File: src/rtl/mux4_scan_ctrl_pkg.sv
// Shared types and constants for the 4:1 mux scan sequencer.
package mux4_scan_ctrl_pkg;

    localparam int unsigned CH_W   = 2;
    localparam int unsigned NUM_CH = 4;

    typedef enum logic [1:0] {
        ST_IDLE    = 2'd0,
        ST_SETTLE  = 2'd1,
        ST_PUBLISH = 2'd2
    } state_e;

endpackage

File: src/rtl/mux4_next_ch.sv
// Next-set-bit finder: lowest set mask bit (i_first=1) or lowest set bit above i_cur.
module mux4_next_ch
    import mux4_scan_ctrl_pkg::*;
(
    input  logic [NUM_CH-1:0] i_mask,
    input  logic [CH_W-1:0]   i_cur,
    input  logic              i_first,
    output logic [CH_W-1:0]   o_nxt,
    output logic              o_none
);

    always_comb begin
        o_nxt  = '0;
        o_none = 1'b1;
        // Descending scan so the lowest qualifying bit wins.
        for (int i = NUM_CH - 1; i >= 0; i--) begin
            if (i_mask[i] && (i_first || (i > int'(i_cur)))) begin
                o_nxt  = CH_W'(i);
                o_none = 1'b0;
            end
        end
    end

endmodule

File: src/rtl/mux4_scan_ctrl.sv
// Scan sequencer: steps mux selects over enabled channels, samples y on the last
// dwell cycle of each channel and publishes the 4-bit frame over valid/ready.
module mux4_scan_ctrl
    import mux4_scan_ctrl_pkg::*;
#(
    parameter int unsigned DWELL_W = 8,
    parameter int unsigned MASK_W  = 4
) (
    input  logic               i_clk,
    input  logic               i_rst_n,
    input  logic               i_start,
    input  logic               i_stop,
    input  logic               i_continuous,
    input  logic [MASK_W-1:0]  i_mask,
    input  logic [DWELL_W-1:0] i_dwell,
    input  logic               i_y,
    output logic               o_s0,
    output logic               o_s1,
    output logic [MASK_W-1:0]  o_sample,
    output logic               o_sample_valid,
    input  logic               i_sample_ready,
    output logic               o_busy,
    output logic               o_overrun
);

    state_e               r_state, w_state_nxt;
    logic [CH_W-1:0]      r_ch, w_ch_nxt;
    logic [DWELL_W-1:0]   r_cnt, w_cnt_nxt;
    logic [DWELL_W-1:0]   r_dwell, w_dwell_nxt;
    logic [MASK_W-1:0]    r_mask, w_mask_nxt;
    logic [MASK_W-1:0]    r_shadow, w_shadow_nxt;
    logic [MASK_W-1:0]    r_sample, w_sample_nxt;
    logic                 r_cont, w_cont_nxt;
    logic                 r_valid, w_valid_nxt;
    logic                 r_overrun, w_overrun_nxt;

    logic [DWELL_W-1:0]   w_dwell_in;
    logic [NUM_CH-1:0]    w_find_mask;
    logic [CH_W-1:0]      w_found;
    logic                 w_none;
    logic                 w_first;
    logic                 w_free;

    // Only SETTLE advances past the current channel; IDLE and PUBLISH restart from the bottom.
    assign w_find_mask = (r_state == ST_IDLE) ? i_mask : r_mask;
    assign w_first     = (r_state != ST_SETTLE);
    assign w_dwell_in  = (i_dwell == '0) ? DWELL_W'(1) : i_dwell;
    assign w_free      = ~r_valid | i_sample_ready;

    mux4_next_ch u_next_ch (
        .i_mask  (w_find_mask),
        .i_cur   (r_ch),
        .i_first (w_first),
        .o_nxt   (w_found),
        .o_none  (w_none)
    );

    always_comb begin
        w_state_nxt   = r_state;
        w_ch_nxt      = r_ch;
        w_cnt_nxt     = r_cnt;
        w_dwell_nxt   = r_dwell;
        w_mask_nxt    = r_mask;
        w_shadow_nxt  = r_shadow;
        w_sample_nxt  = r_sample;
        w_cont_nxt    = r_cont & ~i_stop;
        w_valid_nxt   = r_valid & ~i_sample_ready;
        w_overrun_nxt = r_overrun | (i_start & (r_state != ST_IDLE));

        unique case (r_state)
            ST_IDLE: begin
                if (i_start && (i_mask != '0)) begin
                    w_mask_nxt   = i_mask;
                    w_dwell_nxt  = w_dwell_in;
                    w_cont_nxt   = i_continuous;
                    w_ch_nxt     = w_found;
                    w_cnt_nxt    = w_dwell_in;
                    w_shadow_nxt = '0;
                    w_state_nxt  = ST_SETTLE;
                end
            end
            ST_SETTLE: begin
                w_cnt_nxt = r_cnt - DWELL_W'(1);
                if (r_cnt == DWELL_W'(1)) begin
                    w_shadow_nxt[r_ch] = i_y;
                    if (w_none) begin
                        w_state_nxt = ST_PUBLISH;
                    end else begin
                        w_ch_nxt  = w_found;
                        w_cnt_nxt = r_dwell;
                    end
                end
            end
            ST_PUBLISH: begin
                if (w_free) begin
                    w_sample_nxt = r_shadow;
                    w_valid_nxt  = 1'b1;
                    if (w_cont_nxt) begin
                        w_ch_nxt     = w_found;
                        w_cnt_nxt    = r_dwell;
                        w_shadow_nxt = '0;
                        w_state_nxt  = ST_SETTLE;
                    end else begin
                        w_state_nxt = ST_IDLE;
                    end
                end
            end
            default: w_state_nxt = ST_IDLE;
        endcase
    end

    always_ff @(posedge i_clk or negedge i_rst_n) begin
        if (!i_rst_n) begin
            r_state   <= ST_IDLE;
            r_ch      <= '0;
            r_cnt     <= '0;
            r_dwell   <= '0;
            r_mask    <= '0;
            r_shadow  <= '0;
            r_sample  <= '0;
            r_cont    <= 1'b0;
            r_valid   <= 1'b0;
            r_overrun <= 1'b0;
        end else begin
            r_state   <= w_state_nxt;
            r_ch      <= w_ch_nxt;
            r_cnt     <= w_cnt_nxt;
            r_dwell   <= w_dwell_nxt;
            r_mask    <= w_mask_nxt;
            r_shadow  <= w_shadow_nxt;
            r_sample  <= w_sample_nxt;
            r_cont    <= w_cont_nxt;
            r_valid   <= w_valid_nxt;
            r_overrun <= w_overrun_nxt;
        end
    end

    assign o_s0           = r_ch[0];
    assign o_s1           = r_ch[1];
    assign o_sample       = r_sample;
    assign o_sample_valid = r_valid;
    assign o_busy         = (r_state != ST_IDLE);
    assign o_overrun      = r_overrun;

endmodule

File: config.mk
export PLATFORM = sky130hd
export DESIGN_NAME = mux4_scan_ctrl
export DESIGN_NICKNAME = d
export VERILOG_FILES = /design/src/rtl/mux4_scan_ctrl_pkg.sv /design/src/rtl/mux4_next_ch.sv /design/src/rtl/mux4_scan_ctrl.sv
export SDC_FILE = /design/constraint.sdc
export NUM_CORES = 1
export LEC_CHECK = 0
export CAP_MARGIN = 20
export CELL_PAD_IN_SITES_DETAIL_PLACEMENT = 1
export CELL_PAD_IN_SITES_GLOBAL_PLACEMENT = 1
export CORE_MARGIN = 10
export CORE_UTILIZATION = 42
export CTS_BUF_LIST = sky130_fd_sc_hd__clkbuf_4 sky130_fd_sc_hd__clkbuf_8 sky130_fd_sc_hd__clkbuf_16
export DETAILED_ROUTE_END_ITERATION = 8
export PLACE_DENSITY = 0.87
export SYNTH_ARGS = -nofsm -noshare
export SYNTH_HDL_FRONTEND = slang
export SYNTH_SLANG_ARGS = --single-unit
File: constraint.sdc
create_clock -name i_clk -period 3 [get_ports i_clk]
set_clock_uncertainty 0.05 [all_clocks]
set_input_delay 0.45 -clock i_clk [delete_from_list [all_inputs] [get_ports i_clk]]
set_output_delay 0.45 -clock i_clk [all_outputs]
set_load 0.1 [all_outputs]
After elaboration in Yosys (flattened, before gate mapping)
Cells that the tools add are included.
{"block": "op_classes", "n_eq_ne": 10, "add_sub_neg": 1, "n_bitwise": 8, "reduce_logical": 20, "magnitude_cmp": 5, "n_mux": 40}
{"op": "$mux 8", "n": 6}
{"op": "$mux 2", "n": 13}
{"op": "$pmux 8 s3", "n": 1}
{"op": "$mux 4", "n": 5}
{"op": "$pmux 2 s3", "n": 2}
{"op": "$pmux 4 s3", "n": 1}
{"op": "$mux 1", "n": 10}
{"op": "$eq 8x1->1 const B", "n": 1}
{"op": "$logic_not 8->1", "n": 1}
{"op": "$ne 2x2->1 const B", "n": 4}
{"op": "$reduce_and 4->1", "n": 2}
{"op": "$sub 8x1->8 const B", "n": 1}
{"op": "$logic_and 1x1->1", "n": 6}
{"op": "$ne 2x1->1 const B", "n": 3}
{"op": "$reduce_and 6->1", "n": 1}
{"op": "$reduce_and 5->1", "n": 1}
{"op": "$bwmux 4", "n": 1}
{"op": "$gt 2x2->1 const A", "n": 2}
{"op": "$reduce_and 2->1", "n": 2}
{"op": "$reduce_bool 4->1", "n": 1}
{"op": "$and 1x1->1", "n": 3}
{"op": "$logic_or 1x1->1", "n": 3}
{"op": "$lt 2x3->1 const B", "n": 1}
{"op": "$not 1->1", "n": 3}
{"op": "9 further kinds", "n": 10}
{"block": "totals", "wordCells": 94, "out_inout_bits": 9, "register_bits": 35, "inputBits": 19}

Logic depth before layout (Yosys ltp)
{"block": "logic_depth", "ltp_word": 10, "depth_mapped": 9, "ltp_nobuf": 7}

Modules after synthesis
Synthesis repeated with hierarchy kept, for this count alone.
{"block": "hier_totals", "hier_cells": 213, "hier_area_um2": 2133.3}
{"mod": "mux4_scan_ctrl", "area_per_inst_um2": 2047.0, "n_inst": 1, "seq_area_each_um2": 875.8, "cells_each": 198}
{"mod": "mux4_next_ch", "area_per_inst_um2": 86.3, "n_inst": 1, "seq_area_each_um2": 0.0, "cells_each": 15}

Worst setup path after synthesis
Ideal clock, no wire load.
{"block": "synth_timing", "path_kind": "flip-flop to flip-flop", "from": "register r_ch[1]", "to": "register r_cnt[1]", "setup_time_ns": 0.104, "synth_period_minus_slack_ns": 2.516, "n_path_buf": 0, "setup_slack_ns": 0.484, "arrival_ns": 2.362, "required_ns": 2.846, "path_stages_with_launch": 6, "cell_sequence": "dfrtp_1 and3_1 o2bb2a_1 a21oi_4 mux2_2 a221oi_1"}
{"block": "synth_via", "elab_chain_cells": 10, "word_cells_on_any_way": 16, "classes_between": "order compare: 3; mux: 7; reduce/logical: 6"}
{"item": "start: declaration", "line_no": "mux4_scan_ctrl.sv:27", "source": "logic [CH_W-1:0] r_ch, w_ch_nxt;"}
{"item": "start signal: assignment", "line_no": "mux4_scan_ctrl.sv:126", "source": "r_ch <= w_ch_nxt;"}
{"item": "$gt 2x2->1", "line_no": "mux4_next_ch.sv:17", "source": "if (i_mask[i] && (i_first || (i > int'(i_cur)))) begin"}
{"item": "$logic_or 1x1->1", "line_no": "mux4_next_ch.sv:17"}
{"item": "$logic_and 1x1->1", "line_no": "mux4_next_ch.sv:17"}
{"item": "$mux 1 (2 in series)", "line_no": "mux4_next_ch.sv:17"}
{"item": "$mux 1 (*) (2 in series)", "line_no": "mux4_next_ch.sv:17"}
{"item": "$mux 8 (*)", "line_no": "mux4_scan_ctrl.sv:86", "source": "if (w_none) begin"}
{"item": "$mux 8 (*)", "line_no": "mux4_scan_ctrl.sv:84", "source": "if (r_cnt == DWELL_W'(1)) begin"}
{"item": "$pmux 8 s3 (*)", "line_no": "mux4_scan_ctrl.sv:70", "source": "unique case (r_state)"}
{"item": "end signal: assignment", "line_no": "mux4_scan_ctrl.sv:127", "source": "r_cnt <= w_cnt_nxt;"}
{"item": "end: declaration", "line_no": "mux4_scan_ctrl.sv:28", "source": "logic [DWELL_W-1:0] r_cnt, w_cnt_nxt;"}
Mark *: on every way between the ends. The rest lies on a longest branch, timed or not.
A chain may end at the register's enable or synchronous reset.

Worst setup path in the final report
{"block": "layout_timing", "from": "register r_cnt[3]", "to": "register r_cnt[1]"}
{"block": "layout_via", "elab_chain_cells": 3}
{"item": "$eq 8x1->1", "line_no": "mux4_scan_ctrl.sv:84"}
{"item": "$mux 8", "line_no": "mux4_scan_ctrl.sv:84"}
{"item": "$pmux 8 s3", "line_no": "mux4_scan_ctrl.sv:70"}
Every way passes these cells.

==> impl_metrics.env <==
export IMPL_rsz0062_at_grt="no"
export IMPL_cp_startpoint="r_cnt[3]$_DFFE_PN0P_"
export IMPL_worstMarginPinSlew_ns=0.617
export IMPL_status="finished clean"
export IMPL_yosysMostFrequentCell="dfrtp_1"
export IMPL_crit_slowest_cell="or4_1"
export IMPL_drc=0
export IMPL_setup_ws_ns=0.304
export IMPL_dp_hpwl_um=4330
export IMPL_core_sq_um=4820
export IMPL_ys_seq_area_share_pct=41.2
export IMPL_nets=276
export IMPL_r2r_slack_ns=0.30
export IMPL_fin_tns_setup_ns=0
export IMPL_die_h_um=91.2
export IMPL_slew_headroom_pct=58.9
export IMPL_leakage_nw=1.08
export IMPL_cts_setup_buffers=0
export IMPL_place_gp_congestion=0.903
export IMPL_total_power_mw=2.59
export IMPL_top_level_ports=28
export IMPL_hp_class="reg -> reg"
export IMPL_r2r_start="r_cnt[3]$_DFFE_PN0P_"
export IMPL_fp_row_count=25
export IMPL_async_flop_share_pct=100
export IMPL_cts_clk_slew_worst_paths_ns=0.07
export IMPL_overflow=0
export IMPL_path_max_fanout=9
export IMPL_r2r_end="r_cnt[1]$_DFFE_PN0P_"
export IMPL_cts_sinks=35
export IMPL_worstPathCellList="or4_1 > or4_4 > a21oi_4 > mux2_2 > a221oi_1"
export IMPL_cts_root_buf="clkbuf_8"
export IMPL_ys_seq_elements=35
export IMPL_final_util_pct=53.2
export IMPL_firstDrtPassIters=4
export IMPL_die_area_sq_um=8310
export IMPL_grt_max_degree=36
export IMPL_cts_tree="yes"
export IMPL_yosys_area_top_type="dfrtp_1"
export IMPL_setup_violations=0
export IMPL_cts_resized_gates=0
export IMPL_critical_path_class="reg -> reg"
export IMPL_critPathLaunchType="register"
export IMPL_crit_path_end_kind="register"
export IMPL_synth_edff_count=0
export IMPL_yosysWarnings=0
export IMPL_worst_ep_arrival_time_ns=2.84
export IMPL_synth_cell_types=43
export IMPL_grt_pass1_wl_um=9820
export IMPL_vias=1834
export IMPL_crit_family="simple AND/OR/NAND/NOR gates"
export IMPL_clock_latency_ns=0.30
export IMPL_synth_top_area_share_pct=41.2
export IMPL_drive_gt1_share_pct=19.5
export IMPL_rr_worst_depth=5
export IMPL_cts_buffer_depth=2
export IMPL_finalCritPeriodShare_pct=89.9
export IMPL_antenna_left=0
export IMPL_drt_first_iter_violations=50
export IMPL_critPathRequiredTime_ns=3.15
export IMPL_post_place_ws_ns=0.309
export IMPL_diodes=0
export IMPL_cts_buffers=5
export IMPL_critPathMaxStageDelay_ns=0.64
export IMPL_hold_buffers=0
export IMPL_period_minus_slack_ns=2.70
export IMPL_synth_area_leaders="dfrtp_1, mux2_2, o21ai_0"
export IMPL_initial_core_util_pct=44.2
export IMPL_die_w_um=91.2
export IMPL_synthTopCellsByCount="dfrtp_1, mux2_2, nand2_1, o21ai_0"
export IMPL_syn_inst=221
export IMPL_ir_worst_vdd_mv=0.474
export IMPL_post_drt_wl_per_cell_um=18.5
export IMPL_syn_area_sq_um=2130
export IMPL_wl_um=5890
export IMPL_hold_depth=1
export IMPL_syn_nets=247
export IMPL_area_growth_synth_to_final_pct=20.5
export IMPL_cts_htree_levels=2
export IMPL_portBuffers=27
export IMPL_num_fill_cells=592
export IMPL_drv_cap=0
export IMPL_vias_per_cell=5.77
export IMPL_holdPathEnd="o_overrun$_DFF_PN0_"
export IMPL_hp_start="o_overrun$_DFF_PN0_"
export IMPL_pwr_density_cell_nw_per_um2=1010
export IMPL_slew_viol_final=0
export IMPL_ys_flop_type="dfrtp_1"
export IMPL_cp_num_buf_inv=0
export IMPL_antenna_found_initial=0
export IMPL_gr_usage_all_layers_pct=14.2
export IMPL_max_freq_mhz=371
export IMPL_synth_area_per_cell_sq_um=9.63
export IMPL_grt_pass1_vias=2039
export IMPL_finalHoldViolCount=0
## report_power, final
part	switching, mW	internal, mW	total (mW)
Combinational	0.756	0.514	1.27
Clock	0.181	0.269	0.450
Sequential	0.202	0.664	0.865
## final cells by class
type | count | area, sq um | share of cell area (%)
Inverter | 12 | 45.0 | 1.76
Clock inverter | 2 | 35.0 | 1.37
Timing Repair Buffer | 32 | 289 | 11.3
Sequential cell | 35 | 876 | 34.1
Tap cell | 67 | 83.8 | 3.27
Multi-Input combinational cell | 164 | 1150 | 45.0
Clock buffer | 6 | 82.6 | 3.22
## worst max path at each step
stage                           endpoint  slack, ns  cells after the start
finish              r_cnt[1]$_DFFE_PN0P_       0.30                      5
global route        r_cnt[1]$_DFFE_PN0P_       0.16                      7
CTS                 r_cnt[1]$_DFFE_PN0P_       0.31                      5
detailed placement  r_cnt[1]$_DFFE_PN0P_       0.31                      6
global placement    r_cnt[1]$_DFFE_PN0P_       0.42                      5
floorplan           r_cnt[1]$_DFFE_PN0P_       0.48                      5
## placed cells by master, fill, tap and decap left out, types with 2 or more instances in the layout
cell type         n
nor3_1            4
a21oi_1           6
mux2_2           23
mux2i_1           7
a41oi_1           7
nand2_1          23
o21a_1            4
nand4_1           7
nand3_1           5
buf_4            13
nand2b_1          4
inv_1            12
and3_1            3
nor4_1            3
clkdlybuf4s50_1  18
o21ai_0          20
clkbuf_8          6
o21ai_1           3
a22o_1            4
dfrtp_1          35
ha_1              7
xor2_1            2
nor2_1           12
## kinds of logic (layout without fill, tap and decap cells)
kind of cell	after synthesis	after routing	share of synthesized area, %
xor+xnor	2	2	0.823
simple gates	70	70	16.5
flops	35	35	41.2
buf+inv	22	52	4.64
fa+ha+maj	7	7	4.12
mux	30	30	15.5
compound gates	55	55	17.3
## through the flow
| step | std cells | instance area, sq um | hold slack (ns) |
|---|---|---|---|
| 2_1_floorplan | 221 | 2130 | 0.104 |
| 3_3_place_gp | 309 | 2440 | 0.389 |
| 3_5_place_dp | 309 | 2440 | 0.423 |
| 4_1_cts | 317 | 2550 | 0.439 |
| 5_1_grt | 318 | 2560 | 0.465 |
| 6_report | 318 | 2560 | 0.436 |
## registers in the layout, indices dropped and copies added (netlist names)
signal and count:
r_mask 4, r_cnt 8, o_overrun 1, r_shadow 4, o_sample_valid 1, r_dwell 8, r_state 2, r_ch 2
o_sample 4, r_cont 1
## metal layers
metal	part of all wire, %	wire (um)	vias up	global-route usage (%)
li1	-	-	864	-
met1	44	2580	921	16.7
met2	51	3020	37	24.6
met3	3.2	186	12	2.88
met4	1.6	96	0	6.14
met5	0	0	-	0
(Power assumes the default switching activity.)
